File: config.mk
export PLATFORM = sky130hd
export DESIGN_NAME = vga_timing_rx
export DESIGN_NICKNAME = d
export VERILOG_FILES = /design/src/rtl/vga_timing_rx.sv
export SDC_FILE = /design/constraint.sdc
export NUM_CORES = 1
export LEC_CHECK = 0
export BUFFER_PORTS_ARGS = -buffer_cell sky130_fd_sc_hd__buf_2
export CELL_PAD_IN_SITES_DETAIL_PLACEMENT = 1
export CELL_PAD_IN_SITES_GLOBAL_PLACEMENT = 2
export CORE_UTILIZATION = 39
export CTS_CLUSTER_DIAMETER = 80
export CTS_CLUSTER_SIZE = 20
export DETAILED_ROUTE_END_ITERATION = 7
export PLACE_DENSITY = 0.84
export SYNTH_ARGS = -nofsm -noshare
export SYNTH_HDL_FRONTEND = slang
export SYNTH_SLANG_ARGS = --single-unit
File: constraint.sdc
create_clock -name clk -period 7.6 [get_ports clk]
set_input_delay 0.76 -clock clk [delete_from_list [all_inputs] [get_ports clk]]
set_output_delay 0.76 -clock clk [all_outputs]
set_load 0.01 [all_outputs]
File: src/rtl/vga_timing_rx.sv
// VGA receive-side timing recovery: rebuilds pixel coordinates from the
// sync pair, qualifies active pixels and tracks lock against nominal timing.
module vga_timing_rx #(
  parameter int H_ACTIVE = 640,
  parameter int H_FP     = 16,
  parameter int H_SW     = 96,
  parameter int H_BP     = 48,
  parameter int V_ACTIVE = 480,
  parameter int V_FP     = 10,
  parameter int V_SW     = 2,
  parameter int V_BP     = 33,
  parameter int SYNC_POL = 0
) (
  input  logic       clk,
  input  logic       reset,
  input  logic       R,
  input  logic       G,
  input  logic       B,
  input  logic       H_SYNC,
  input  logic       V_SYNC,
  output logic       R_out,
  output logic       G_out,
  output logic       B_out,
  output logic [9:0] pixel_x,
  output logic [9:0] pixel_y,
  output logic       pixel_valid,
  output logic       frame_start,
  output logic       locked,
  output logic       line_err
);

  localparam int H_TOTAL = H_ACTIVE + H_FP + H_SW + H_BP;
  localparam int V_TOTAL = V_ACTIVE + V_FP + V_SW + V_BP;
  localparam int H_OFF   = H_SW + H_BP;
  localparam int V_OFF   = V_SW + V_BP;

  localparam logic [10:0] C_HMAX  = 11'(2 * H_TOTAL);
  localparam logic [10:0] C_HLAST = 11'(H_TOTAL - 1);
  localparam logic [10:0] C_VLAST = 11'(V_TOTAL - 1);
  localparam logic [10:0] C_HLO   = 11'(H_OFF);
  localparam logic [10:0] C_HHI   = 11'(H_OFF + H_ACTIVE);
  localparam logic [10:0] C_VLO   = 11'(V_OFF);
  localparam logic [10:0] C_VHI   = 11'(V_OFF + V_ACTIVE);
  localparam logic        POL     = (SYNC_POL != 0);

  typedef enum logic [1:0] {
    SEARCH = 2'd0,
    CHECK  = 2'd1,
    LOCKED = 2'd2
  } state_t;

  state_t      r_state;
  logic        r_r1, r_g1, r_b1;
  logic        r_hs1, r_vs1, r_hs2, r_vs2;
  logic        r_v1, r_v2;
  logic [10:0] r_h_cnt, r_v_cnt;
  logic        r_line_bad, r_h_seen;

  logic        w_hs_edge, w_vs_edge;
  logic [10:0] w_h_cur, w_v_cur;
  logic        w_act, w_pv;
  logic [9:0]  w_px, w_py;
  logic        w_line_bad, w_frame_good, w_timeout;
  logic        w_lock_nxt, w_to_search;

  // r_v2 marks that the delay copy holds a real sample, so the reset
  // value of the delay registers can never fake an edge
  always_ff @(posedge clk) begin
    if (reset) begin
      r_r1  <= 1'b0;
      r_g1  <= 1'b0;
      r_b1  <= 1'b0;
      r_hs1 <= 1'b0;
      r_vs1 <= 1'b0;
      r_hs2 <= 1'b0;
      r_vs2 <= 1'b0;
      r_v1  <= 1'b0;
      r_v2  <= 1'b0;
    end else begin
      r_r1  <= R;
      r_g1  <= G;
      r_b1  <= B;
      r_hs1 <= H_SYNC;
      r_vs1 <= V_SYNC;
      r_hs2 <= r_hs1;
      r_vs2 <= r_vs1;
      r_v1  <= 1'b1;
      r_v2  <= r_v1;
    end
  end

  assign w_hs_edge = r_v2 & (r_hs1 == POL) & (r_hs2 != POL);
  assign w_vs_edge = r_v2 & (r_vs1 == POL) & (r_vs2 != POL);

  // w_*_cur is the count belonging to the stage-1 pixel; registers hold
  // the previous pixel's count for the line/frame length checks
  assign w_h_cur = w_hs_edge ? 11'd0 :
                   (r_h_cnt == C_HMAX) ? r_h_cnt :
                   r_h_cnt + 11'd1;
  assign w_v_cur = w_vs_edge ? 11'd0 :
                   w_hs_edge ? r_v_cnt + 11'd1 :
                   r_v_cnt;

  always_ff @(posedge clk) begin
    if (reset) begin
      r_h_cnt <= 11'd0;
      r_v_cnt <= 11'd0;
    end else begin
      r_h_cnt <= w_h_cur;
      r_v_cnt <= w_v_cur;
    end
  end

  assign w_act = (w_h_cur >= C_HLO) && (w_h_cur < C_HHI) &&
                 (w_v_cur >= C_VLO) && (w_v_cur < C_VHI);
  assign w_px  = w_act ? 10'(w_h_cur - C_HLO) : 10'd0;
  assign w_py  = w_act ? 10'(w_v_cur - C_VLO) : 10'd0;

  assign w_line_bad   = w_hs_edge & r_h_seen & (r_h_cnt != C_HLAST);
  assign w_frame_good = (r_v_cnt == C_VLAST) & ~r_line_bad & ~w_line_bad;
  assign w_timeout    = (w_h_cur == C_HMAX);

  assign w_lock_nxt = ~w_timeout & (
    ((r_state == LOCKED) & ~w_line_bad &
     ~(w_vs_edge & ~w_frame_good)) |
    ((r_state == CHECK) & w_vs_edge & w_frame_good));
  assign w_to_search = ((r_state == LOCKED) & ~w_lock_nxt) |
                       ((r_state == CHECK) & w_timeout);
  assign w_pv = w_lock_nxt & w_act;

  always_ff @(posedge clk) begin
    if (reset) begin
      r_state     <= SEARCH;
      r_line_bad  <= 1'b0;
      r_h_seen    <= 1'b0;
      R_out       <= 1'b0;
      G_out       <= 1'b0;
      B_out       <= 1'b0;
      pixel_x     <= 10'd0;
      pixel_y     <= 10'd0;
      pixel_valid <= 1'b0;
      frame_start <= 1'b0;
      locked      <= 1'b0;
      line_err    <= 1'b0;
    end else begin
      unique case (r_state)
        SEARCH: if (w_vs_edge) r_state <= CHECK;
        CHECK: begin
          if (w_timeout) r_state <= SEARCH;
          else if (w_vs_edge && w_frame_good) r_state <= LOCKED;
        end
        LOCKED: if (!w_lock_nxt) r_state <= SEARCH;
        default: r_state <= SEARCH;
      endcase

      if (w_vs_edge) r_line_bad <= 1'b0;
      else if (w_line_bad) r_line_bad <= 1'b1;

      if (w_to_search) r_h_seen <= 1'b0;
      else if (w_hs_edge) r_h_seen <= 1'b1;

      R_out       <= r_r1 & w_pv;
      G_out       <= r_g1 & w_pv;
      B_out       <= r_b1 & w_pv;
      pixel_x     <= w_px;
      pixel_y     <= w_py;
      pixel_valid <= w_pv;
      frame_start <= w_pv & (w_px == 10'd0) & (w_py == 10'd0);
      locked      <= w_lock_nxt;
      line_err    <= (r_state == LOCKED) & ~w_lock_nxt;
    end
  end

endmodule

==> results.py <==
metrics = {
    "run_status": {
        "outcome": "finished clean",
    },
    "yosys": {
        "synth_seq_cells": 62,
        "postSynthCellCount": 383,
        "synth_cell_type_count": 66,
        "syn_area_sq_um": 3306,
        "yosysTopAreaCellShare_pct": 37.55,
        "yosys_most_used_dff": "sky130_fd_sc_hd__dfxtp_1",
        "synth_area_leader_cell": "sky130_fd_sc_hd__dfxtp_1",
        "edff_count_synth": 0,
        "ys_seq_area_share_pct": 37.55,
        "synth_area_leaders": "sky130_fd_sc_hd__dfxtp_1 (38%), sky130_fd_sc_hd__nor2_1 (5.9%), sky130_fd_sc_hd__xnor2_1 (4.8%)",
        "synth_area_per_cell_sq_um": 8.631,
        "synth.yosys.warnings": 0,
        "syn-num-nets": 398,
        "synth_async_sr_flop_share_pct": 0,
    },
    "pwr": {
        "power_leakage_nw": 1.501,
        "vdd_drop_max_uv": 121.1,
        "power_density_nw_per_um2": 189.0,
    },
    "worst_setup_path": {
        "slowest_delay_ns": 0.75,
        "regToRegStartpoint": "r_v2$_SDFF_PP0_",
        "critical_path.cell_chain": "and3b_1, or4_4, nand2_4, or3_1, o21ai_1, nand4_1, nor3_2",
        "worstSetupStartpoint": "r_v2$_SDFF_PP0_",
        "worst-setup-path-type": "flop to flop",
        "critPathSlowestCell": "sky130_fd_sc_hd__nand4_1",
        "setup.worst_path.start_class": "flop",
        "critPathBufInv": 0,
        "crit_path_max_fanout": 20,
        "critPathRequiredTime_ns": 7.86,
        "crit_path_end_kind": "flop",
        "timing.critical_path.max_delay_family": "simple AND/OR/NAND/NOR gates",
        "timing.critical_path.arrival_ns": 3.69,
    },
    "layout": {
        "layout.filler_cells": 990,
        "layout-drive-gt1-share_pct": 17.07,
        "layout.nets": 420,
        "antenna-diode-count": 0,
        "syn_to_final_growth_pct": 12.45,
    },
    "global_route": {
        "grt_pass1_wl_um": 14850,
        "gr-usage-met1_pct": 31.08,
        "grt_start_max_net_pins": 29,
        "grt_busiest_layer": "met2",
        "vias_in_the_first_global_route": 2812,
        "globalRouteTotalUtil_pct": 22.21,
        "grt.met2_usage_pct": 34.18,
        "gr-total-overflow": 0,
        "grt_antenna_before_repair": 0,
        "grt_util_met3_pct": 4.207,
    },
    "cts": {
        "worst_skew_pair.late_latency_ns": 0.35,
        "max-clock-path-buffers": 2,
        "holdBufCountCts": 0,
        "clkTransAtPathRegs_ns": 0.08,
        "cts_num_sinks": 62,
        "post-cts-setup-buffers": 0,
        "clock_tree.root_cell": "sky130_fd_sc_hd__clkbuf_8",
        "cts_max_level": 3,
        "cts_tree": "built",
        "postCtsResizedCells": 0,
        "cts_buffers": 9,
    },
    "placement": {
        "gp_routability_congestion": 0.8698,
        "numPortBuffers": 33,
        "place_worst_setup_slack_ns": 4.158,
        "dp_hpwl_um": 6415,
    },
    "floorplanning": {
        "die_width_um": 94.07,
        "rows": 33,
        "design.portCount": 34,
        "die_area_sq_um": 8848,
        "die_y_um": 94.07,
        "design.core.area_sq_um": 8217,
        "floorplan.initialDensity_pct": 40.23,
    },
    "timing": {
        "clock_skew_ns": 0.01186,
        "timing_worst_slew_pin_value_ns": 0.9072,
        "max_clock_freq_mhz": 291.8,
        "period_share_pct": 45.09,
        "hold_violations": 0,
        "grt_setup_unrepaired": "false",
        "final_critical_path_setup_slack_ns": 4.173,
        "worst_slew_margin_rel_pct": 39.34,
        "tns_ns": 0,
        "slew_violations": 0,
        "setup-violations-final": 0,
        "fin_crit_ns": 3.427,
    },
    "routing": {
        "drt_first_pass_iters": 4,
        "viasPerCell": 5.480,
        "dr_total_vias": 2822,
        "antenna_left": 0,
        "totalWireLength_um": 8906,
        "drc": 0,
        "drtIter0Drc": 137,
        "wire_per_inst_um": 17.29,
    },
    "min_path": {
        "hold_path_class": "flop to flop",
        "min_from": "r_v1$_DFF_P_",
    },
    "job": {
        "drv.max_cap_violation_count": 0,
    },
}
## logic make-up after synthesis
kind of cell,share of synthesized area (%)
DFF,37.55
buffers and inverters,5.413
AOI/OAI and AO/OA,12.41
xor gates and xnor gates,7.040
adders and majority gates,3.028
muxes,2.612
and+or+nand+nor,31.95
## power by group
group          total (mW)  internal, mW  switching, mW  leakage (nW)
clock               0.344         0.211          0.133         0.120
combinational      0.0233       0.00906         0.0142         0.879
sequential          0.335         0.329        0.00627         0.502
total               0.703         0.549          0.153          1.50
## layout by cell type, fill, tap and decap left out, types with 15 or more instances in the layout
| cell type | n |
|---|---|
| sky130_fd_sc_hd__inv_1 | 16 |
| sky130_fd_sc_hd__nor3_1 | 22 |
| sky130_fd_sc_hd__buf_2 | 33 |
| sky130_fd_sc_hd__dfxtp_1 | 62 |
| sky130_fd_sc_hd__xnor2_1 | 18 |
| sky130_fd_sc_hd__nand2_1 | 17 |
| sky130_fd_sc_hd__nor2_1 | 52 |
| sky130_fd_sc_hd__nor2b_1 | 15 |
## layout make-up
class | instances | area, sq um | share of cell area, %
clock buffers | 13 | 168.9 | 4.544
multi-input cells | 283 | 1886 | 50.72
inverters | 16 | 60.06 | 1.616
well taps | 105 | 131.4 | 3.534
clock inverters | 3 | 65.06 | 1.750
flip-flops and latches | 62 | 1241 | 33.39
repair buffers | 33 | 165.2 | 4.443
## path summary, 6_finish.rpt
kind              cells after the start                     to  slack (ns)
setup / recovery                      7  pixel_y[2]$_SDFF_PP0_        4.17
setup reg to reg                      7  pixel_y[2]$_SDFF_PP0_        4.17
hold / removal                        1        r_v2$_SDFF_PP0_        0.43
hold reg to reg                       1        r_v2$_SDFF_PP0_        0.43
## cell usage after synthesis, types with 9 or more instances
cell type                 count
sky130_fd_sc_hd__a21oi_1     12
sky130_fd_sc_hd__buf_2       14
sky130_fd_sc_hd__dfxtp_1     62
sky130_fd_sc_hd__inv_1       16
sky130_fd_sc_hd__nand2_1     17
sky130_fd_sc_hd__nand4_1     12
sky130_fd_sc_hd__nor2_1      52
sky130_fd_sc_hd__nor2b_1     15
sky130_fd_sc_hd__nor3_1      22
sky130_fd_sc_hd__o21ai_0      9
sky130_fd_sc_hd__xnor2_1     18
## metal layers
metal	up-vias	share of wire (%)	routed length [um]
met4	0	1.2	110
met2	61	45	3975
met1	1344	50	4444
met3	12	4.2	375
met5	-	0	0
li1	1405	-	-
## stage by stage
step / total power [mW] / util (%) / std cells / area, sq um / hold slack (ns)
finish: 0.7026 / 45.24 / 515 / 3717 / 0.4258
CTS: 0.7080 / 45.24 / 515 / 3717 / 0.4355
global route: 0.7273 / 45.24 / 515 / 3717 / 0.4544
floorplan: 0.3595 / - / 383 / 3306 / 0.4015
detailed placement: 0.3657 / 42.39 / 499 / 3483 / 0.4243
global placement: 0.3646 / 42.39 / 499 / 3483 / 0.4077
## state kept, by name (all words and copies together) (netlist names)
signal,cells
B_out,1
G_out,1
R_out,1
frame_start,1
line_err,1
locked,1
pixel_valid,1
pixel_x,10
pixel_y,10
r_b1,1
r_g1,1
r_h_cnt,11
r_h_seen,1
r_hs1,1
r_hs2,1
r_line_bad,1
r_r1,1
r_state,2
r_v1,1
r_v2,1
r_v_cnt,11
r_vs1,1
r_vs2,1
## worst register-to-register path, stage by stage, from the launching register on
cell	delay [ns]
sky130_fd_sc_hd__dfxtp_1	0.55
sky130_fd_sc_hd__and3b_1	0.70
sky130_fd_sc_hd__or4_4	0.28
sky130_fd_sc_hd__nand2_4	0.07
sky130_fd_sc_hd__or3_1	0.41
sky130_fd_sc_hd__o21ai_1	0.21
sky130_fd_sc_hd__nand4_1	0.75
sky130_fd_sc_hd__nor3_2	0.36
Note: power is estimated with default switching activity, not from simulation.
